===== config.mk =====
export PLATFORM = sky130hd
export DESIGN_NAME = timekeeper_core
export DESIGN_NICKNAME = d
export VERILOG_FILES = /design/src/rtl/timekeeper_core.sv
export SDC_FILE = /design/constraint.sdc
export NUM_CORES = 1
export LEC_CHECK = 0
export BUFFER_PORTS_ARGS = -buffer_cell sky130_fd_sc_hd__buf_2
export CAP_MARGIN = 20
export CORE_AREA = 2 2 52 73
export DETAILED_ROUTE_END_ITERATION = 12
export DIE_AREA = 0 0 54 75
export GPL_ROUTABILITY_DRIVEN = 0
export HOLD_SLACK_MARGIN = 0.15
export PLACE_DENSITY = 0.85
export SYNTH_ARGS = -nofsm -noshare
export SYNTH_HDL_FRONTEND = slang
export SYNTH_SLANG_ARGS = --single-unit

===== constraint.sdc =====
create_clock -name clk -period 1.49 [get_ports clk]
set_clock_uncertainty 0.1 [all_clocks]
set_input_delay 0.0745 -clock clk [delete_from_list [all_inputs] [get_ports clk]]
set_output_delay 0.0745 -clock clk [all_outputs]
set_load 0.01 [all_outputs]

===== src/rtl/timekeeper_core.sv =====
// timekeeper_core: HH:MM:SS time base with prescaler, run/stop control,
// range-checked valid/ready loading, 12/24 h display mapping and carry pulses.
module timekeeper_core #(
  parameter int unsigned TICKS_PER_SEC = 1,
  parameter int unsigned HOURS_PER_DAY = 24
) (
  input  logic       clk,
  input  logic       rst,
  input  logic       run,
  input  logic       mode12,
  input  logic       load_valid,
  output logic       load_ready,
  input  logic [4:0] load_hours,
  input  logic [5:0] load_minutes,
  input  logic [5:0] load_seconds,
  output logic       load_err,
  output logic [4:0] o_hours,
  output logic [5:0] o_minutes,
  output logic [5:0] o_seconds,
  output logic       o_pm,
  output logic       sec_tick,
  output logic       min_tick,
  output logic       day_tick
);

  localparam int unsigned PW = (TICKS_PER_SEC > 1) ? $clog2(TICKS_PER_SEC) : 1;
  localparam int unsigned HW = 5;
  localparam int unsigned MW = 6;
  localparam logic [HW-1:0] H_TERM  = HW'(HOURS_PER_DAY - 1);
  localparam logic [MW-1:0] MS_TERM = MW'(59);
  localparam logic [MW-1:0] MS_MOD  = MW'(60);
  localparam logic [HW-1:0] NOON    = HW'(12);

  typedef enum logic {
    READY  = 1'b0,
    COMMIT = 1'b1
  } state_t;

  state_t         state;
  logic [HW-1:0]  h24;
  logic [MW-1:0]  m;
  logic [MW-1:0]  s;
  logic [PW-1:0]  presc;

  logic accept;
  logic load_ok;
  logic presc_wrap;
  logic s_wrap;
  logic m_wrap;
  logic h_wrap;
  logic advance;

  // Handshake, range check and terminal-count decodes; out-of-range values
  // compare as terminal so they fall back to zero on the next advance.
  always_comb begin
    accept     = load_valid & load_ready;
    load_ok    = (32'(load_hours) < HOURS_PER_DAY) &&
                 (load_minutes < MS_MOD) && (load_seconds < MS_MOD);
    presc_wrap = (32'(presc) + 32'd1) >= TICKS_PER_SEC;
    s_wrap     = s >= MS_TERM;
    m_wrap     = m >= MS_TERM;
    h_wrap     = h24 >= H_TERM;
    advance    = run & ~accept & presc_wrap;
  end

  // Load handshake FSM: every accept is followed by one not-ready cycle.
  always_ff @(posedge clk) begin
    if (rst) begin
      state      <= READY;
      load_ready <= 1'b1;
    end else begin
      case (state)
        READY: begin
          if (accept) begin
            state      <= COMMIT;
            load_ready <= 1'b0;
          end
        end
        COMMIT: begin
          state      <= READY;
          load_ready <= 1'b1;
        end
        default: begin
          state      <= READY;
          load_ready <= 1'b1;
        end
      endcase
    end
  end

  // Time registers and carry pulses; an accepted load overrides any advance.
  always_ff @(posedge clk) begin
    if (rst) begin
      h24      <= '0;
      m        <= '0;
      s        <= '0;
      presc    <= '0;
      load_err <= 1'b0;
      sec_tick <= 1'b0;
      min_tick <= 1'b0;
      day_tick <= 1'b0;
    end else begin
      load_err <= 1'b0;
      sec_tick <= 1'b0;
      min_tick <= 1'b0;
      day_tick <= 1'b0;
      if (accept) begin
        if (load_ok) begin
          h24   <= load_hours;
          m     <= load_minutes;
          s     <= load_seconds;
          presc <= '0;
        end else begin
          load_err <= 1'b1;
        end
      end else if (run) begin
        presc <= presc_wrap ? '0 : presc + PW'(1);
        if (advance) begin
          sec_tick <= 1'b1;
          if (s_wrap) begin
            s        <= '0;
            min_tick <= 1'b1;
            if (m_wrap) begin
              m <= '0;
              if (h_wrap) begin
                h24      <= '0;
                day_tick <= 1'b1;
              end else begin
                h24 <= h24 + HW'(1);
              end
            end else begin
              m <= m + MW'(1);
            end
          end else begin
            s <= s + MW'(1);
          end
        end
      end
    end
  end

  // Display mapping follows mode12 immediately, without waiting for a clock.
  always_comb begin
    o_hours = h24;
    o_pm    = 1'b0;
    if (mode12) begin
      o_pm = (h24 >= NOON);
      if (h24 == '0) begin
        o_hours = NOON;
      end else if (h24 > NOON) begin
        o_hours = h24 - NOON;
      end
    end
  end

  assign o_minutes = m;
  assign o_seconds = s;

endmodule


* After elaboration in Yosys (flattened, before gate mapping) *
Cells that the tools add are included.

word-level totals
  flip-flop bits (word level) = 24
  bits in latches = 0
  bits in writable memories = 0
  ROM bits = 0
  logic and storage cells = 85
  memories = 0

cells by class
  $add $sub $neg = 6
  multipliers = 0
  divide/modulo/power cells = 0
  $lt $le $gt $ge = 9
  eq/ne operators = 2
  shift-type cells = 0
  multiplexer cells = 34
  bitwise operators = 9
  reduce and logical (&&, ||, !) cells = 15

operator list
  kind                 number
  $mux 6               11
  $mux 5               10
  $add 6x1->6 const B  2
  $ge 6x6->1 const B   2
  $lt 6x6->1 const B   2
  $mux 1               11
  $reduce_bool 2->1    4
  $not 1->1            6
  $reduce_or 6->1      1
  $add 5x1->5 const B  1
  $ge 5x4->1 const B   1
  $ge 5x5->1 const B   1
  $gt 5x4->1 const B   1
  $logic_not 5->1      1
  $lt 5x5->1 const B   1
  $reduce_and 5->1     1
  $sub 5x4->5 const B  1
  $pmux 1 s2           2
  $reduce_and 4->1     1
  $reduce_or 4->1      1
  $and 1x1->1          3
  $reduce_and 3->1     1
  $reduce_or 3->1      1
  $add 1x1->2 const B  1
  7 further kinds      8

* Depth between registers and ports, before layout *
Gate-level depths: netlist of run 1.

  word-level depth = 7
  depth in mapped cells = 6
  gate-level depth less buffers = 6

* Worst setup path before layout of run 1 *
Ideal clock, no wire load.

  path kind = reg2reg
  start = register m[0] (netlist: o_minutes[0])
  end = register h24[4]
  library setup time = 0.133 ns
  arrival time = 1.421 ns
  data required time = 1.257 ns
  slack = -0.164 ns
  cell stages (with the launch flop) = 7
  buffers on the path = 1
  period minus slack after synthesis = 1.654 ns
  cells stage by stage = dfxtp_1 ha_1 o2111a_1 buf_4 and3_1 o221ai_1 a21oi_1

on the way
  cells in the longest elaborated chain, start to end = 3

RTL lines
  item                                RTL line  text
  from (decl)                         41        logic [MW-1:0] m;
  from (signal assigned)              110       m <= load_minutes;
  from (signal assigned)              132       m <= m + MW'(1);
  $ge 6x6->1                          61        m_wrap = m >= MS_TERM;
  $reduce_bool 2->1 (no source line)  n/a
  $reduce_and 5->1 (no source line)   n/a
  to (signal assigned)                109       h24 <= load_hours;
  to (signal assigned)                129       h24 <= h24 + HW'(1);
  to (decl)                           40        logic [HW-1:0] h24;

No other way between the ends.
A chain may end at the register's enable or synchronous reset.

* Worst setup path after layout of run 1 *
  start = register h24[3]
  end = register h24[1]

on the way
  cells in the longest elaborated chain, start to end = 7

RTL lines
  item        RTL line  text
  $ge 5x5->1  62        h_wrap = h24 >= H_TERM;
  $mux 5      125       if (h_wrap) begin
  $mux 5      123       if (m_wrap) begin
  $mux 5      120       if (s_wrap) begin
  $mux 5      118       if (advance) begin
  $mux 5      116       end else if (run) begin
  $mux 5      107       if (accept) begin

No other way between the ends. The select of a mux whose other input is x is not followed.

==> results by stage, run 1 <==
Critical path:
- The arrival time of the worst setup path is between 1.5 and 2 ns.
- The kind of start point of the critical path is a flip-flop.
- The critical path capture point type is a flip-flop.
- The worst reg2reg path startpoint is h24[3]$_SDFFE_PP0P_.
- The register-to-register path setup slack is -0.34 ns.
- The worst reg-to-reg path cell count is 6.
- For the worst setup path, the data required time is 1.54 ns.
- The worst setup path is of the flip-flop to flip-flop kind.
- The largest fanout on the critical path is 5.
- The end of the worst register-to-register path is h24[1]$_SDFFE_PP0P_.

Pwr:
- VDD sags by at most roughly 0.61 mV.
- For this design the static power due to leakage is 1.09 nW.
- The power per cell area is between 600 and 700 nW/um^2.

Global routing:
- The initial antenna violation count is 0.
- The overall routing resource usage is around 30%.
- Summed over all layers, the global routing overflow is 0.
- Entering global routing, the biggest net connects 29 pins.
- The via count of the first global-routing pass is 1943.
- The global-route wire length before repair is 8890 um.

Logic synthesis:
- The number of distinct library cells after synthesis is 45.
- Of the post-synthesis cell area, the part taken by muxes is 0%.
- Yosys printed 0 warnings.
- Counting every net in the synthesized netlist gives approximately 220.
- Counting every instance in the synthesized netlist gives 190.
- The commonest cells after synthesis are dfxtp_1, a21oi_1, nor3_1.
- Summing the areas of all xor and xnor instances in the mapped netlist gives 1.16% of the synthesized area.
- The main combinational cell family by area after synthesis is compound AO/OA/AOI/OAI gates.
- The adder and majority gate portion of the synthesized area is between 7 and 8%.
- In the synthesized netlist the dominant register cell turns out to be dfxtp_1.
- Of the total synthesized cell area, the portion taken by AND, OR, NAND and NOR gates is around a quarter.
- The average footprint of a synthesized cell is ~8.0 um^2.
- The synthesized-area fraction occupied by ao, oa, aoi and oai cells is 29.1%.
- The sequential fraction of the synthesis area is just over 30%.
- The cell type with the largest total area after synthesis is dfxtp_1.
- The area share of the leading cell type in the synthesized netlist is 30.5%.
- The synthesized design contains 23 register bits.
- The most common cell in the netlist is dfxtp_1.
- The share of flip-flops with an asynchronous set or reset after synthesis is 0%.
- In the post-synthesis netlist, the biggest area contributors are dfxtp_1, a21oi_1, nor3_1.
- The number of flops mapped to enable cells by yosys is 0.
- The post-synthesis instance area is around 1500 um^2.

Die:
- 45 I/O pins were placed.
- The standard cell core area is between 3000 and 4000 um^2.
- The vertical die dimension is between 70 and 80 um.
- The die boundary width is approximately 54 um.
- The floorplan step defined a die boundary enclosing 4050 um^2.
- The starting density of the core is around 45%.
- The placement row count is 25.

STA:
- The worst path setup slack after routing is -0.343 ns.
- The final number of max-transition violations is 0.
- The maximum operating frequency is between 500 and 600 MHz.
- For the final routed database, the setup TNS stands at -2.40 ns.
- Setup repair after global routing could not meet its margin everywhere.
- The worst-case hold slack is about 0.2 ns.
- The slew at the pin closest to its max-slew limit is between 0.6 and 0.7 ns.
- The number of endpoints failing setup at the final stage is 17.
- The count of final hold-check violations is 0.
- For the finished layout, the period the worst path requires is 1.83 ns.
- In the finished design, the share of the clock period the worst path needs comes to 123%.
- The worst slew margin relative to its limit is approximately 57%.

Outcome:
- The run finished, with violations left.
- The final reports fail on negative setup slack.

Final layout:
- For this run, the post-layout net count is roughly 320.
- The final cell area excluding filler cells is between 2000 and 3000 um^2.
- The antenna diode count is 0.
- The fraction of layout instances using a drive strength above 1 is between 50% and 60%.
- Relative to the synthesized area, the layout overhead comes to 75.4%.

Clock tree:
- CTS built an H-tree with a depth of 1.
- The TritonCTS clock tree is built.
- The number of clock buffers inserted by TritonCTS is 3.
- The later-pin clock latency in the skew report is around 0.27 ns.
- The clock net in this run drives a total of 23 sinks.
- After clock tree synthesis, the clock-pin slew on the worst setup and hold paths is ~0.09 ns.
- The clock tree root driver cell is clkbuf_8.
- The longest clock path from root to sink contains 2 buffers.

Detailed routing:
- The DRC violation count after routing is 0.
- The wire length per cell is 20.9 um.
- The first detailed-routing pass took 5 iterations.
- The via density per instance is between 6 and 7.
- The remaining number of nets flagged by the antenna check after routing is 0.
- The total length of routed wires is a little under 7000 um.
- The first routing iteration left about 180 violations.
- The via total after detailed routing is 2136.

Min path:
- The path with the worst hold slack has its endpoint at o_minutes[3]$_SDFFE_PP0P_.
- The startpoint identified for the worst hold timing path is load_minutes[3].
- The hold-critical path depth is 3.
- The path class of the tightest hold or removal check is primary input to flip-flop.

Placed design:
- Once detailed placement completed, the half-perimeter wirelength came to between 3000 and 4000 um.
- The instance area after placement is between 2000 and 2500 um^2.
- The count of buffers from port buffering is 44.

Flow run:
- The max-cap violation count is 0.
[worst max path at each step]
stage	startpoint	to	slack, ns
2_1_floorplan	o_minutes[0]$_SDFFE_PP0P_	h24[4]$_SDFFE_PP0P_	-0.03
3_3_place_gp	o_minutes[1]$_SDFFE_PP0P_	h24[2]$_SDFFE_PP0P_	-0.05
3_5_place_dp	h24[3]$_SDFFE_PP0P_	h24[1]$_SDFFE_PP0P_	-0.15
4_1_cts	h24[3]$_SDFFE_PP0P_	o_hours[4]	-0.23
5_1_grt	h24[3]$_SDFFE_PP0P_	h24[1]$_SDFFE_PP0P_	-0.42
6_report	h24[3]$_SDFFE_PP0P_	h24[1]$_SDFFE_PP0P_	-0.34
[area by class of cell]
type / count / area, um^2
multi-input cells: 149 / 1300
well taps: 40 / 50.0
clock inverters: 1 / 5.00
clock buffers: 3 / 41.3
repair buffers: 104 / 751
inverters: 7 / 28.8
flip-flops and latches: 23 / 477
fillers: 206 / 727
[kinds of logic after synthesis]
kind of cell | Yosys count
buffers and inverters | 19
adder cells (fa/ha/maj) | 9
AND/OR/NAND/NOR | 75
XOR/XNOR | 2
AO/OA/AOI/OAI | 62
flip-flops | 23
[metrics by stage]
step | util [%] | instances | total power [W] | setup WS [ns]
finish | 78.5 | 327 | 0.00181 | -0.343
global route | 78.5 | 327 | 0.00188 | -0.422
CTS | 71.7 | 327 | 0.00167 | -0.235
detailed placement | 60.8 | 301 | 0.00119 | -0.148
global placement | 60.8 | 301 | 0.00118 | -0.0469
floorplan | - | 190 | 0.000979 | -0.0272
[metal layers]
layer,vias to the layer above,track usage [%],part of all wire [%]
li1,917,-,-
met1,1009,31.7,34
met2,156,53.7,53
met3,54,4.56,7.8
met4,0,16.1,5.8
met5,-,0,0
[state kept, by name, summed over array words and instances (netlist names)]
signal	cells
h24	5
day_tick	1
o_seconds	6
state	1
min_tick	1
sec_tick	1
o_minutes	6
load_ready	1
load_err	1
[worst max-delay path, stage by stage (launching register included)]
cell and delay, ns:
dfxtp_4 0.40, inv_4 0.05, ha_1 0.17, a21o_1 0.20
o21ai_2 0.26, nand3_1 0.16, a311oi_1 0.37
[what timing repair did]
item / 4_1_cts / 5_1_grt
gates cloned: 1 / 0
buffers inserted: 4 / 1
hold buffers: 17 / 1
hold endpoints to repair: 18 / 1
pin swaps: 13 / 21
setup endpoints to repair: 20 / 23
gates resized for setup: 29 / 54
[report_power, final]
group | total [W] | internal, W | switching (W)
sequential | 0.000711 | 0.000658 | 0.0000524
combinational | 0.000700 | 0.000335 | 0.000365
clock | 0.000401 | 0.000187 | 0.000214
total | 0.00181 | 0.00118 | 0.000631
[cells in the final DEF, fill, tap and decap left out, types with 4 or more instances in the layout]
master,count
nor3_1,13
a21oi_1,13
a21oi_2,4
o21ai_1,4
buf_4,35
dfxtp_2,7
dfxtp_1,14
nand2b_1,5
buf_2,43
nand2_1,11
ha_4,5
o21ai_0,4
dlygate4sd3_1,16
buf_6,10
inv_1,5
a22oi_1,4
nor2_1,9
(Power assumes the default switching activity.)
==> run 2: changes to the inputs <==
- SETUP_SLACK_MARGIN: unset -> 0.3
==> results by stage, run 2 (synthesized netlist as in run 1, its figures left out) <==
Outcome:
- The run finished, with violations left.
- The final reports fail on negative setup slack.

Critical path:
- The last element of the critical path is h24[2]$_SDFFE_PP0P_.
- The arrival time of the worst setup path is 1.97 ns (+0.09 ns).
- The worst setup path startpoint is h24[1]$_SDFFE_PP0P_.
- The largest fanout on the critical path is 5 (unchanged).
- The register-to-register path setup slack is -0.41 ns (-0.07 ns).
- The data required time of the critical path is 1.56 ns (+0.02 ns).
- In this run the critical register-to-register path is captured at h24[2]$_SDFFE_PP0P_.
- The worst setup path is of the flip-flop to flip-flop kind.
- The worst reg2reg path startpoint is h24[1]$_SDFFE_PP0P_.
- The kind of start point of the critical path is a flip-flop.
- The worst reg-to-reg path cell count is 7 (+1).
- The critical path capture point type is a flip-flop.

Final layout:
- The number of nets in the final layout is 328 (+3.5%).
- The antenna diode count is 0 (unchanged).
- The non-filler instance count after layout is 338 (+3.4%).
- The area growth from synthesis to layout is 97.0%.
- The fraction of layout instances using a drive strength above 1 is 64.4% (+9.0 points).
- Leaving out fill and tap cells, the most frequent cell in the layout is buf_2.
- In the layout the commonest cells are buf_2, buf_4, buf_6.
- The post-layout utilization of the core came to 88.1% (+9.7 points).

Global routing:
- The overall routing resource usage is 29.2% (-0.36 points).
- The global-route wire length before repair came to 8690 um (-2.2%).
- The total congestion overflow is 0 (unchanged).
- The via count of the first global-routing pass came to 1901 (-2.2%).
- The pin count of the biggest net entering global routing is 29 (unchanged).
- The initial antenna violation count was 0 (unchanged).

Flow run:
- The max-cap violation count is 0 (unchanged).

Die:
- The vertical die dimension is 75 um (unchanged).
- The die area is 4050 um^2 (unchanged).
- The die boundary width came to 54 um (unchanged).
- The number of top-level design ports is 45 (unchanged).
- The starting density of the core is 44.7% (unchanged).
- The placement row count is 25 (unchanged).
- The standard cell core area is 3380 um^2 (unchanged).

Detailed routing:
- The remaining number of nets flagged by the antenna check after routing is 0 (unchanged).
- The number of optimization iterations in the first detailed-route pass was 4 (-1).
- The iteration-0 DRC count of the detailed router is 144 (-19%).
- The via density per instance came to 6.64 (+1.7%).
- The via total after detailed routing was 2245 (+5.1%).
- The DRC violation count after routing came to 0 (unchanged).
- The wire length per cell is 23.6 um (+13%).
- The total length of routed wires is 7980 um (+17%).

Clock tree:
- The maximum number of buffers from clock root to sink is 2 (unchanged).
- The clock-pin slew on the worst setup and hold paths is 0.09 ns (about the same).
- TritonCTS built the clock tree.
- The total clock sinks came to 23 (unchanged).
- The number of levels the H-tree was split into is 1 (unchanged).
- In this run the clock root is driven by a clkbuf_8.
- The number of clock buffers inserted by TritonCTS is 3 (unchanged).
- The later-pin clock latency in the skew report came to 0.28 ns (about the same).

STA:
- The final total negative setup slack was -4.28 ns (-1.88 ns).
- Setup repair after global routing could not meet its margin everywhere.
- The final number of max-transition violations is 0 (unchanged).
- The worst slew margin relative to its limit was 54.7% (-2.7 points).
- The worst path setup slack after routing is -0.411 ns (-0.0674 ns).
- The count of final hold-check violations is 0 (unchanged).
- The minimum clock period was 1.90 ns (+0.0674 ns).
- The number of endpoints failing setup at the final stage was 24 (+7).
- The maximum operating frequency came to 526 MHz (-3.5%).
- The slew at the pin closest to its max-slew limit is 0.679 ns (+0.0405 ns).
- The final critical-path share of the clock period is 128% (+4.5 points).

Pwr:
- The static leakage power was 1.21 nW (+11%).
- The worst voltage drop across the vdd grid was 0.849 mV (+39%).
- The power per cell area was 654 nW/um^2 (-4.2%).

Min path:
- The hold-critical path depth was 3 (unchanged).
- In this run the worst hold path is classified as primary input to flip-flop.

Placed design:
- The count of buffers from port buffering is 44 (unchanged).
- The placed cell count was 292 (-3.0%).
- The final HPWL from detailed placement is 3360 um (-3.4%).
- The placement-stage worst setup slack was -0.0977 ns (+0.0501 ns).
==> run 2: cell types whose count changed in the layout (fill, tap and decap cells not counted), moves of 4 or more <==
| cell | before | now |
|---|---|---|
| nor3_4 | 2 | 6 |
| nor3_1 | 13 | 7 |
| buf_6 | 10 | 18 |
| dfxtp_4 | 2 | 8 |
| buf_12 | 0 | 4 |
| a21oi_2 | 4 | 8 |
==> run 2: worst min path at each step <==
stage | from | endpoint | slack [ns]
after floorplan | load_valid | load_ready$_SDFFE_PP1P_ | 0.06
after global placement | load_valid | load_ready$_SDFFE_PP1P_ | 0.24
after detailed placement | load_valid | load_ready$_SDFFE_PP1P_ | 0.24
after CTS | load_seconds[5] | load_err$_SDFF_PP0_ | 0.14
after global routing | load_minutes[4] | load_err$_SDFF_PP0_ | 0.13
final | load_minutes[4] | load_err$_SDFF_PP0_ | 0.10
==> run 2: report_power, final <==
| group | internal, W | total [W] | switching (W) |
|---|---|---|---|
| Combinational | 0.000390 | 0.000805 | 0.000415 |
| Clock | 0.000188 | 0.000425 | 0.000237 |
| Sequential | 0.000656 | 0.000718 | 0.0000615 |
| Total | 0.00123 | 0.00195 | 0.000714 |
==> run 2: critical path, cell delays in order, from the launching register on <==
cell     delay [ns]
dfxtp_4        0.36
buf_4          0.15
buf_6          0.13
ha_4           0.16
a21o_1         0.21
o21ai_4        0.24
a22oi_2        0.10
o32ai_2        0.33
==> run 2: area by class of cell <==
| class | count | area, um^2 |
|---|---|---|
| clock buffer | 3 | 41.3 |
| clock inverter | 1 | 5.00 |
| fill | 147 | 400 |
| inverter | 7 | 33.8 |
| multi-input combinational | 148 | 1430 |
| sequential | 23 | 495 |
| tap | 40 | 50.0 |
| timing repair buffer | 116 | 921 |
==> run 2: what timing repair did <==
item                       in CTS  in global routing
cloned                          0                  1
hold endpoints to repair       18                  6
hold buffers                   17                  6
setup buffers                  10                 15
pin swaps                      23                 27
gates resized for setup        40                 50
setup endpoints to repair      24                 27
==> run 2: stage by stage <==
stage / total power (W) / hold WS (ns) / instance area, um^2
after floorplan: 0.00102 / 0.0636 / 1720
after global placement: 0.00120 / 0.236 / 2140
after detailed placement: 0.00122 / 0.240 / 2140
after CTS: 0.00174 / 0.137 / 2620
after global routing: 0.00203 / 0.134 / 2980
final: 0.00195 / 0.103 / 2980
==> run 2: routing by layer <==
metal | GRT usage, % | vias up | part of all wire, %
li1 | - | 943 | -
met1 | 31.1 | 1071 | 35
met2 | 53.9 | 165 | 50
met3 | 4.56 | 66 | 7.4
met4 | 14.4 | 0 | 7.6
met5 | 0 | - | 0
==> run 3: changes to the inputs <==
- GPL_ROUTABILITY_DRIVEN: 0 -> 1
- PLACE_DENSITY: 0.85 -> unset
- PLACE_DENSITY_LB_ADDON: unset -> 0.25
==> results by stage, run 3 (synthesized netlist as in run 1, its figures left out) <==
Critical path:
- The data required time of the critical path is 1.57 ns (about the same).
- The worst reg2reg path startpoint is h24[3]$_SDFFE_PP0P_.
- The largest fanout on the critical path is 5 (unchanged).
- The worst setup path startpoint is h24[3]$_SDFFE_PP0P_.
- STA classifies the critical path endpoint as a flip-flop.
- The arrival time of the worst setup path is 1.86 ns (-0.11 ns).
- The kind of start point of the critical path is a flip-flop.
- The critical path start-end classification is flip-flop to flip-flop.

Global routing:
- The total congestion overflow came to 0 (unchanged).
- The via count of the first global-routing pass came to 2000 (+5.2%).
- The pin count of the biggest net entering global routing is 29 (unchanged).
- The overall routing resource usage came to 30.1% (+0.92 points).
- The global-route wire length before repair was 8960 um (+3.1%).
- The initial antenna violation count is 0 (unchanged).

Final layout:
- The library cell used most frequently in the layout, excluding fill and tap cells, is buf_2.
- The antenna diode count was 0 (unchanged).
- The fraction of layout instances using a drive strength above 1 is 59.0% (-5.4 points).
- The number of nets in the final layout is 325 (-0.91%).
- The final cell area excluding filler cells is 2810 um^2 (-5.8%).
- Compared with the post-synthesis result, the final layout area differs by 85.6%.
- In the layout the commonest cells are buf_2, buf_4, dlygate4sd3_1.
- The post-layout utilization of the core is 83.0% (-5.1 points).

Die:
- The die area is 4050 um^2 (unchanged).
- The placement row count came to 25 (unchanged).
- The vertical die dimension is 75 um (unchanged).
- The standard cell core area is 3380 um^2 (unchanged).
- The die boundary width is 54 um (unchanged).
- The number of top-level design ports is 45 (unchanged).
- The starting density of the core is 44.7% (unchanged).

Detailed routing:
- The wire length per cell was 19.0 um (-20%).
- The DRC violation count after routing was 0 (unchanged).
- The number of optimization iterations in the first detailed-route pass is 4 (unchanged).
- The via total after detailed routing is 2054 (-8.5%).
- The total length of routed wires is 6350 um (-20%).
- The via density per instance was 6.13 (-7.7%).
- The remaining number of nets flagged by the antenna check after routing is 0 (unchanged).
- The iteration-0 DRC count of the detailed router is 83 (-42%).

Pwr:
- The power consumption is 0.00186 W (-4.6%).
- The power per cell area is 663 nW/um^2 (+1.3%).
- The worst voltage drop across the vdd grid is 0.581 mV (-31%).
- The static leakage power is 1.16 nW (-4.2%).

STA:
- The final total negative setup slack is -2.02 ns (+2.25 ns).
- The worst slew margin relative to its limit came to 58.3% (+3.6 points).
- The final number of max-transition violations is 0 (unchanged).
- The count of final hold-check violations is 0 (unchanged).
- The number of endpoints failing setup at the final stage is 16 (-33%).
- The minimum clock period came to 1.79 ns (-0.115 ns).
- Setup repair after global routing could not meet its margin everywhere.
- The final critical-path share of the clock period is 120% (-7.7 points).
- The worst-case hold slack was 0.0860 ns (-0.0169 ns).
- The worst path setup slack after routing is -0.296 ns (+0.115 ns).
- The maximum operating frequency is 560 MHz (+6.4%).
- The slew at the pin closest to its max-slew limit is 0.625 ns (-0.0541 ns).

Clock tree:
- The maximum number of buffers from clock root to sink came to 2 (unchanged).
- The number of clock buffers inserted by TritonCTS is 3 (unchanged).
- The clock tree root driver cell is clkbuf_8.
- TritonCTS built the clock tree.
- The number of levels the H-tree was split into was 1 (unchanged).
- The total clock sinks is 23 (unchanged).
- The later-pin clock latency in the skew report is 0.28 ns (about the same).
- The clock-pin slew on the worst setup and hold paths is 0.09 ns (about the same).

Placed design:
- The global placement routability congestion is about 0.86.
- The final HPWL from detailed placement came to 3430 um (+1.9%).
- The instance area after placement is 2190 um^2 (+2.3%).
- The count of buffers from port buffering was 44 (unchanged).

Min path:
- The beginning of the worst hold path is load_hours[3].
- The worst min-delay path class is primary input to flip-flop.

Outcome:
- The flow ran to the end, but the final reports show violations.
- The checks that failed: negative setup slack.

Flow run:
- The max-cap violation count is 0 (unchanged).
-- run 3: cell types whose count changed in the layout (fill, tap and decap cells not counted), sizes merged --
| cell | delta |
|---|---|
| buf | -6 |
| dlygate4sd3 | +3 |
| and4 | +1 |
| dlymetal6s4s | -1 |
-- run 3: routing by layer --
metal / global-route usage [%] / share of wire [%]
met4: 20.3 / 5.6
met5: 0 / 0
met2: 53.4 / 53
met1: 31.9 / 36
met3: 4.56 / 5.3
-- run 3: final timing paths --
check | endpoint | slack [ns] | cells past startpoint
max | h24[1]$_SDFFE_PP0P_ | -0.30 | 7
min | load_err$_SDFF_PP0_ | 0.09 | 3
max reg2reg | h24[1]$_SDFFE_PP0P_ | -0.30 | 7
min reg2reg | state$_SDFF_PP0_ | 0.33 | 1
-- run 3: worst max-delay path, stage by stage (launching register included) --
cell      delay, ns
dfxtp_4        0.39
inv_4          0.04
buf_4          0.13
ha_4           0.14
a21o_1         0.20
o21ai_4        0.26
nand3_2        0.13
a311oi_1       0.30
-- run 3: where the power goes --
part	switching (W)	internal [W]	total, W
logic	0.000368	0.000370	0.000738
clock network	0.000226	0.000188	0.000413
registers	0.0000513	0.000657	0.000708
total	0.000645	0.00121	0.00186
-- run 3: per-stage QoR --
step,instances,worst slack (ns)
finish,335,-0.296
global route,335,-0.353
CTS,330,-0.280
detailed placement,297,-0.0905
global placement,297,-0.0640
floorplan,190,-0.00781
-- run 3: repair_timing --
item | 4_1_cts | 5_1_grt
pin swaps | 23 | 23
buffers inserted | 9 | 6
endpoints found under the setup margin | 24 | 27
resized for setup | 33 | 26
hold buffers | 19 | 3
gates cloned | 1 | 0
endpoints found under the hold margin | 19 | 4
-- run 3: cell type report --
type / count / area, um^2
tap: 40 / 50.0
clock inverter: 1 / 5.00
fill: 209 / 573
timing repair buffer: 112 / 853
inverter: 7 / 28.8
sequential: 23 / 495
clock buffer: 3 / 41.3
multi-input combinational: 149 / 1330
